==> src/rtl/rs_pkg.sv <==
// rs_pkg: shared constants and sequencer state encoding for the row-stationary array feeder
package rs_pkg;
  localparam int DW = 8;
  localparam int K = 5;
  localparam int PE_ROWS = 5;
  localparam int PE_COLS = 3;
  localparam int F_ROWS = PE_ROWS + PE_COLS - 1;
  typedef enum logic [2:0] {IDLE, LOAD_W, FILL, COMPUTE, SHIFT, DRAIN, DONE} state_t;
endpackage

==> src/rtl/rs_skew_reg.sv <==
// rs_skew_reg: DEPTH-stage delay line with sync reset (clk, rst, d in, q = d delayed DEPTH cycles)
module rs_skew_reg #(
  parameter int DEPTH = 1,
  parameter int DW = 8
) (
  input  logic          clk,
  input  logic          rst,
  input  logic [DW-1:0] d,
  output logic [DW-1:0] q
);
  logic [DW-1:0] pipe [DEPTH];
  always_ff @(posedge clk) begin
    if (rst) pipe <= '{default: '0};
    else begin
      pipe[0] <= d;
      for (int i = 1; i < DEPTH; i++) pipe[i] <= pipe[i-1];
    end
  end
  assign q = pipe[DEPTH-1];
endmodule

==> src/rtl/rs_array_feeder.sv <==
// rs_array_feeder: loads a 5x5 filter and 7-row ifmap strip via valid/ready streams, drives fmaps/weights/worken/outputen of the 5x3 PE array
module rs_array_feeder
  import rs_pkg::*;
#(
  parameter int IW = 16,
  parameter int DW = 8
) (
  input  logic            clk,
  input  logic            rst,
  input  logic            start,
  output logic            busy,
  output logic            done,
  input  logic            w_valid,
  output logic            w_ready,
  input  logic [5*DW-1:0] w_data,
  input  logic            f_valid,
  output logic            f_ready,
  input  logic [7*DW-1:0] f_data,
  output logic            worken,
  output logic            outputen,
  output logic [DW-1:0]   fmaps_in1_1,
  output logic [DW-1:0]   fmaps_in2_1,
  output logic [DW-1:0]   fmaps_in3_1,
  output logic [DW-1:0]   fmaps_in4_1,
  output logic [DW-1:0]   fmaps_in5_1,
  output logic [DW-1:0]   fmaps_in5_2,
  output logic [DW-1:0]   fmaps_in5_3,
  output logic [DW-1:0]   weight_in1,
  output logic [DW-1:0]   weight_in2,
  output logic [DW-1:0]   weight_in3,
  output logic [DW-1:0]   weight_in4,
  output logic [DW-1:0]   weight_in5
);
  localparam int OW = IW - 4;
  localparam int XW = $clog2(IW);
  localparam logic [XW-1:0] XLAST = XW'(OW - 1);
  state_t state;
  logic [2:0] col_cnt, k_cnt;
  logic [XW-1:0] x_cnt;
  logic [DW-1:0] win [K][F_ROWS];
  logic [DW-1:0] wgt [K][K];
  logic [DW-1:0] fm [K];
  logic [DW-1:0] wt [K];
  logic [DW-1:0] r5, r6;
  logic last_beat;
  assign last_beat = col_cnt == 3'd4;
  // filter and window are both shift-in-at-4 buffers, so FILL and SHIFT share one path
  always_ff @(posedge clk) begin
    if (rst) begin
      win <= '{default: '0};
      wgt <= '{default: '0};
    end else begin
      if (w_valid && w_ready) begin
        for (int c = 0; c < K-1; c++) wgt[c] <= wgt[c+1];
        for (int r = 0; r < K; r++) wgt[K-1][r] <= w_data[DW*r +: DW];
      end
      if (f_valid && f_ready) begin
        for (int c = 0; c < K-1; c++) win[c] <= win[c+1];
        for (int r = 0; r < F_ROWS; r++) win[K-1][r] <= f_data[DW*r +: DW];
      end
    end
  end
  always_ff @(posedge clk) begin
    if (rst) begin
      state <= IDLE;
      busy <= 1'b0;
      done <= 1'b0;
      worken <= 1'b0;
      outputen <= 1'b0;
      w_ready <= 1'b0;
      f_ready <= 1'b0;
      col_cnt <= '0;
      k_cnt <= '0;
      x_cnt <= '0;
      fm <= '{default: '0};
      wt <= '{default: '0};
      r5 <= '0;
      r6 <= '0;
    end else begin
      done <= 1'b0;
      worken <= 1'b0;
      outputen <= 1'b0;
      case (state)
        IDLE: if (start) begin
          state <= LOAD_W;
          busy <= 1'b1;
          w_ready <= 1'b1;
          col_cnt <= '0;
        end
        LOAD_W: if (w_valid) begin
          col_cnt <= last_beat ? 3'd0 : col_cnt + 3'd1;
          if (last_beat) begin
            state <= FILL;
            w_ready <= 1'b0;
            f_ready <= 1'b1;
          end
        end
        FILL: if (f_valid) begin
          col_cnt <= last_beat ? 3'd0 : col_cnt + 3'd1;
          if (last_beat) begin
            state <= COMPUTE;
            f_ready <= 1'b0;
            k_cnt <= '0;
            x_cnt <= '0;
          end
        end
        COMPUTE: begin
          for (int r = 0; r < K; r++) begin
            fm[r] <= win[k_cnt][r];
            wt[r] <= wgt[k_cnt][r];
          end
          r5 <= win[k_cnt][K];
          r6 <= win[k_cnt][K+1];
          worken <= 1'b1;
          outputen <= k_cnt == 3'd4;
          k_cnt <= k_cnt == 3'd4 ? 3'd0 : k_cnt + 3'd1;
          if (k_cnt == 3'd4) begin
            state <= x_cnt == XLAST ? DRAIN : SHIFT;
            f_ready <= x_cnt != XLAST;
          end
        end
        SHIFT: if (f_valid) begin
          state <= COMPUTE;
          f_ready <= 1'b0;
          x_cnt <= x_cnt + 1'b1;
        end
        // col_cnt is back at 0 after FILL and idle through COMPUTE, so it times the drain
        DRAIN: begin
          worken <= 1'b1;
          col_cnt <= col_cnt + 3'd1;
          if (col_cnt == 3'd1) begin
            state <= DONE;
            done <= 1'b1;
            busy <= 1'b0;
          end
        end
        DONE: state <= IDLE;
        default: state <= IDLE;
      endcase
    end
  end
  rs_skew_reg #(.DEPTH(1), .DW(DW)) u_skew5_2 (.clk(clk), .rst(rst), .d(r5), .q(fmaps_in5_2));
  rs_skew_reg #(.DEPTH(2), .DW(DW)) u_skew5_3 (.clk(clk), .rst(rst), .d(r6), .q(fmaps_in5_3));
  assign fmaps_in1_1 = fm[0];
  assign fmaps_in2_1 = fm[1];
  assign fmaps_in3_1 = fm[2];
  assign fmaps_in4_1 = fm[3];
  assign fmaps_in5_1 = fm[4];
  assign weight_in1 = wt[0];
  assign weight_in2 = wt[1];
  assign weight_in3 = wt[2];
  assign weight_in4 = wt[3];
  assign weight_in5 = wt[4];
endmodule
==> config.mk <==
export PLATFORM = sky130hd
export DESIGN_NAME = rs_array_feeder
export DESIGN_NICKNAME = d
export VERILOG_FILES = /design/src/rtl/rs_pkg.sv /design/src/rtl/rs_skew_reg.sv /design/src/rtl/rs_array_feeder.sv
export SDC_FILE = /design/constraint.sdc
export NUM_CORES = 1
export LEC_CHECK = 0
export BUFFER_PORTS_ARGS = -buffer_cell sky130_fd_sc_hd__clkbuf_2
export CAP_MARGIN = 30
export CORE_MARGIN = 5
export CORE_UTILIZATION = 59
export DETAILED_ROUTE_END_ITERATION = 16
export HOLD_SLACK_MARGIN = 0.12
export PLACE_DENSITY_LB_ADDON = 0.25
export SLEW_MARGIN = 10
export SYNTH_ARGS = -nofsm -noshare
export SYNTH_HDL_FRONTEND = slang
export SYNTH_SLANG_ARGS = --single-unit
==> constraint.sdc <==
create_clock -name clk -period 2.61 [get_ports clk]
set_input_delay 0.783 -clock clk [delete_from_list [all_inputs] [get_ports clk]]
set_output_delay 0.783 -clock clk [all_outputs]
set_load 0.02 [all_outputs]
### Word-level counts from Yosys, hierarchy flattened

Index checks and enable logic that the tools add are counted.

* input bits: 101
* flip-flop bits (word level): 619
* logic and storage cells: 172

* reduce and logical (&&, ||, !) cells: 19
* bitwise gates (word level): 3
* order comparisons: 1
* add/subtract/negate cells: 3
* equality and inequality tests: 18
* muxes and demuxes: 43

Operators by type and width (number)
* 56-bit binary-select mux with 3-bit select: 1
* 40-bit binary-select mux with 3-bit select: 1
* 56-bit two-way mux: 2
* 40-bit two-way mux: 2
* 3-bit two-way mux: 15
* 3-bit case mux with 6 select lines: 1
* 2-bit inequality test, second input constant: 8
* 3-bit == test, second input constant: 4
* 1-bit two-way mux: 12
* 4-bit two-way mux: 3
* 3-bit case mux with 4 select lines: 1
* 4-bit AND reduction: 3
* 4-bit case mux with 2 select lines: 1
* 8-bit AND reduction: 1
* 2-bit nonzero test: 4
* 4-bit nonzero test: 2
* 7-bit AND reduction: 1
* 3-bit by 1-bit adder with 3-bit output, second input constant: 2
* 3-bit by 1-bit == test with 1-bit output, second input constant: 2
* 3-bit by 2-bit == test with 1-bit output, second input constant: 2
* 3-bit case mux with 2 select lines: 1
* 3-bit AND reduction: 2
* 2-bit OR reduction: 3
* 4-bit by 1-bit adder with 4-bit output, second input constant: 1
* other kinds (9): 12

### Depth between registers and ports, before layout

* word-level depth: 4
* mapped depth: 10
* gate-level depth less buffers: 7

### Modules after synthesis

From an unflattened synthesis, not the netlist that was laid out.

* cells, all modules: 2824
* area total of the unflattened synthesis: 24150.7 µm²

Modules (own cells, without submodules)
* rs_array_feeder: instances 1, area each 23416.2 µm², cells an instance 2767
* rs_skew_reg at u_skew5_3: instances 1, area each 524.3 µm², cells an instance 41
* rs_skew_reg at u_skew5_2: instances 1, area each 210.2 µm², cells an instance 16

### Worst setup path after synthesis

Ideal clock, no wire load.

* path kind: register -> register
* start: register k_cnt[1]
* end: register state[1]
* setup time: 0.070 ns
* path buffers: 3
* stages on the path, launching flop included: 11
* data required time: 2.540 ns
* data arrival time: 1.950 ns
* slack: 0.590 ns
* cell sequence: dfxtp_1 > buf_2 > buf_2 > buf_2 > inv_1 > ha_1 > nand2_1 > nand2_4 > o211ai_2 > or4_1 > a21oi_1

* word-level cells in the longest chain between the ends: 3

RTL lines
* from (decl): line rs_array_feeder.sv:38 `logic [2:0] col_cnt, k_cnt;`
* from (signal assigned): line rs_array_feeder.sv:116 `k_cnt <= k_cnt == 3'd4 ? 3'd0 : k_cnt + 3'd1;`
* 3-bit == test: line rs_array_feeder.sv:117 `if (k_cnt == 3'd4) begin`
* 2-bit inequality test (no source line)
* 8-bit AND reduction (no source line)
* to (signal assigned): line rs_array_feeder.sv:118 `state <= x_cnt == XLAST ? DRAIN : SHIFT;`
* to (decl): line rs_array_feeder.sv:37 `state_t state;`

Every way passes these cells.
A chain may end at the register's enable or synchronous reset.

### Worst setup path in the final report

* start: register w_ready
* end: output w_ready

RTL lines
* from (decl): line rs_array_feeder.sv:14 `output logic w_ready,`
* from (signal assigned): line rs_array_feeder.sv:70 `w_ready <= 1'b0;`
* from (signal assigned): line rs_array_feeder.sv:87 `w_ready <= 1'b1;`
* from (signal assigned): line rs_array_feeder.sv:94 `w_ready <= 1'b0;`

No word-level cell between the ends.

==> flow_summary.yaml <==
synth:
  synth_top_flop_cell: "sky130_fd_sc_hd__dfxtp_1"
  post_synth_main_area_contributors: "sky130_fd_sc_hd__dfxtp_1 (51%), sky130_fd_sc_hd__nand2_1 (15%), sky130_fd_sc_hd__a21oi_1 (12%), sky130_fd_sc_hd__mux4_2 (9.0%), sky130_fd_sc_hd__a22oi_1 (3.0%)"
  largest_family_of_logic_cells_by_synthesized_area: "compound AO/OA/AOI/OAI gates"
  synth-simple-area-share_pct: 16.8
  yosysSeqAreaShare_pct: 51.4
  register_bit_count_reported_by_yosys: 619
  synth.lib_cells_used.distinct: 47
  synth_common_cells: "sky130_fd_sc_hd__nand2_1 (973), sky130_fd_sc_hd__dfxtp_1 (619), sky130_fd_sc_hd__a21oi_1 (584)"
  yosys.area_share.adder_pct: 0.311
  asyncSetResetFlopFracSynth_pct: 0
  postSynthAreaPerCell_sq_um: 8.53
  synthCells: 2826
  yosysMostFrequentCell: "sky130_fd_sc_hd__nand2_1"
  synth_largest_type_area_fraction_pct: 51.4
  syn_nets: 2933
  xor_and_xnor_fraction_of_the_mapped_netlist_area_pct: 0.109
  synth_enable_flop_cells: 0
  synth_compound_area_share_pct: 17.9
  synthesis.area_sq_mm: 0.0241
  synth_largest_area_cell: "sky130_fd_sc_hd__dfxtp_1"
  synth-warning-count: 0
  post_synth_mux_area_share_pct: 9.05
critical_path:
  critPathArrivalTime_ns: 1.30
  worst-path-buf-inv: 1
  critical_path.endpoint_type: "primary output"
  r2r_cells: 5
  worst-endpoint-required_ns: 1.83
  critPathKind: "reg2out"
  path_cells: "clkbuf_2"
  worstSetupPathDepth: 1
  cp-start-kind: "flop"
  critical-path-slowest-cell: "sky130_fd_sc_hd__dfxtp_1"
  startpoint_of_the_worst_register_to_register_path: "state[2]$_SDFFE_PP0P_"
  cp_top_family: "flip-flops"
  timing.critical_path.from: "w_ready$_SDFFE_PP0P_"
  critical-path-max-stage-delay_ns: 0.46
  crit_path_max_fanout: 5
die:
  dieArea_sq_mm: 0.0450
  core_region_area_sq_mm: 0.0406
  initial_core_util_pct: 59.3
  die_h_um: 212
  die_w_um: 212
  ios: 203
  rows: 74
global_route:
  grt-ovfl-total: 0
  grt_start_max_net_pins: 153
  grt_first_pass_wirelength_um: 92900
  first_global_vias: 18800
  antenna_violations_before_repair: 0
  groute.usage.overall_pct: 24.5
sta:
  finalHoldViolCount: 0
  final_max_slew_viol_count: 0
  period_share_pct: 79.9
  hold-worst-slack_ns: 0.375
  report.final.setup_viol: 0
  relSlewSlack_pct: 54.3
  worst-slew-pin-transition_ns: 0.685
  totalNegativeSetupSlack_ns: 0
  finalWorstSetupSlack_ns: 0.523
  period_minus_slack_ns: 2.09
  grt_setup_unrepaired: "no"
  fmax_mhz: 479
  final_setup_skew_ns: 0.0221
power_and_ir_drop:
  pint_mw: 16.2
  p_per_area_mw_per_mm2: 793
  power_switching_share_pct: 25.7
  seq_power_share_pct: 46.3
  comb_power_share_pct: 10.5
  total_power_draw_mw: 21.9
  worst_ir_drop_vdd_v: 0.000627
  clk_pwr_share_pct: 43.2
  net-switching-power_mw: 5.62
  static-leakage-power_nw: 9.33
layout:
  antenna-diode-count: 0
  post-route-cell-area_sq_mm: 0.0276
  postLayoutCoreUtil_pct: 67.8
  fin_cells: 3456
  design.final.nets: 2979
  post_route_cells_drive_above_1_share_pct: 15.2
  top_registers: "win (280), wgt (200)"
  fillers: 3246
  top_register: "win"
  syn_to_final_growth_pct: 14.3
  largest_reg_flops: 280
placed_design:
  hpwlAfterDp_um: 32600
  place_worst_setup_slack_ns: 0.457
  cell_area_reported_after_detailed_placement_sq_mm: 0.0254
  place.detailed.instances: 3341
  routabilityCongestion: 0.806
  numPortBuffers: 202
clocking:
  htree_levels: 2
  cts_tree: "yes"
  postCtsHoldBufs: 0
  cts_sinks: 619
  insertion_delay_ns: 0.63
  ctsRootBufferMaster: "sky130_fd_sc_hd__clkbuf_16"
  cts.reportedPaths.clkPinSlew_ns: 0.07
  tritoncts.num_buffers: 61
  cts_setup_buffers: 0
  cts_max_path_buffers: 3
  ctsResizeCount: 0
detailed_routing:
  detail_route.wl_per_cell_um: 16.5
  drt-initial-drc-count: 1825
  antenna_left: 0
  detail_route.vias_per_cell: 5.74
  num_vias: 19800
  drc: 0
  drt_wl_total_um: 56900
  drt_first_pass_iters: 6
outcome:
  run_status: "completed"
worst_hold_path:
  class_of_the_tightest_hold_or_removal_check: "in2reg"
  hold_start: "f_data[14]"
  hold_depth: 3
run:
  max_cap_violations: 0
-- logic make-up (layout without fill, tap and decap cells) --
family          count (synthesis)  after routing
xor+xnor                        3              3
flops                         619            619
mux                            98             98
fa+ha+maj                       6              6
compound gates                803            803
simple gates                 1039           1039
buf+inv                       258            356
-- final timing paths --
check / endpoint / slack, ns
hold reg to reg: u_skew5_3.q[6]$_SDFF_PP0_ / 0.44
setup reg to reg: state[2]$_SDFFE_PP0P_ / 0.57
setup / recovery: w_ready / 0.52
hold / removal: win[46]$_SDFFE_PP0P_ / 0.38
-- layout by cell type (no fill, tap or decap), types with 4 or more instances in the layout --
cell	instances
sky130_fd_sc_hd__o21ai_0	101
sky130_fd_sc_hd__clkinv_2	10
sky130_fd_sc_hd__clkbuf_16	63
sky130_fd_sc_hd__mux4_2	96
sky130_fd_sc_hd__clkbuf_1	15
sky130_fd_sc_hd__clkbuf_8	15
sky130_fd_sc_hd__nor2b_1	29
sky130_fd_sc_hd__o21ai_1	4
sky130_fd_sc_hd__nand3_1	4
sky130_fd_sc_hd__bufinv_16	9
sky130_fd_sc_hd__a21oi_1	584
sky130_fd_sc_hd__clkbuf_2	201
sky130_fd_sc_hd__dfxtp_1	617
sky130_fd_sc_hd__nor2_1	15
sky130_fd_sc_hd__nand2_1	971
sky130_fd_sc_hd__buf_12	26
sky130_fd_sc_hd__inv_1	5
sky130_fd_sc_hd__buf_4	5
sky130_fd_sc_hd__ha_1	6
sky130_fd_sc_hd__a22oi_1	97
-- final cells by class --
class                      count  area (sq um)  share of cell area [%]
timing repair buffer         233          1580                    5.73
inverter                       8          31.3                   0.113
sequential                   619         12400                    45.0
clock inverter                22           369                    1.34
clock buffer                  93          1840                    6.67
multi-input combinational   1949         10700                    38.7
tap                          532           666                    2.41
-- power by group through the flow --
stage | Combinational [mW] | Sequential (mW) | Clock, mW
floorplan | 1.50 | 10.4 | 0
global placement | 2.26 | 10.3 | 0
detailed placement | 2.30 | 10.3 | 0
CTS | 2.31 | 10.1 | 9.58
global route | 2.54 | 10.2 | 10.0
finish | 2.30 | 10.1 | 9.44
-- metal layers --
layer	up-vias	track usage [%]	wire length [um]
met3	80	4.01	3530
met5	-	0	0
li1	9674	-	-
met2	621	40.6	27600
met1	9447	33.4	24500
met4	0	7.40	1190
(Power assumes the default switching activity.)
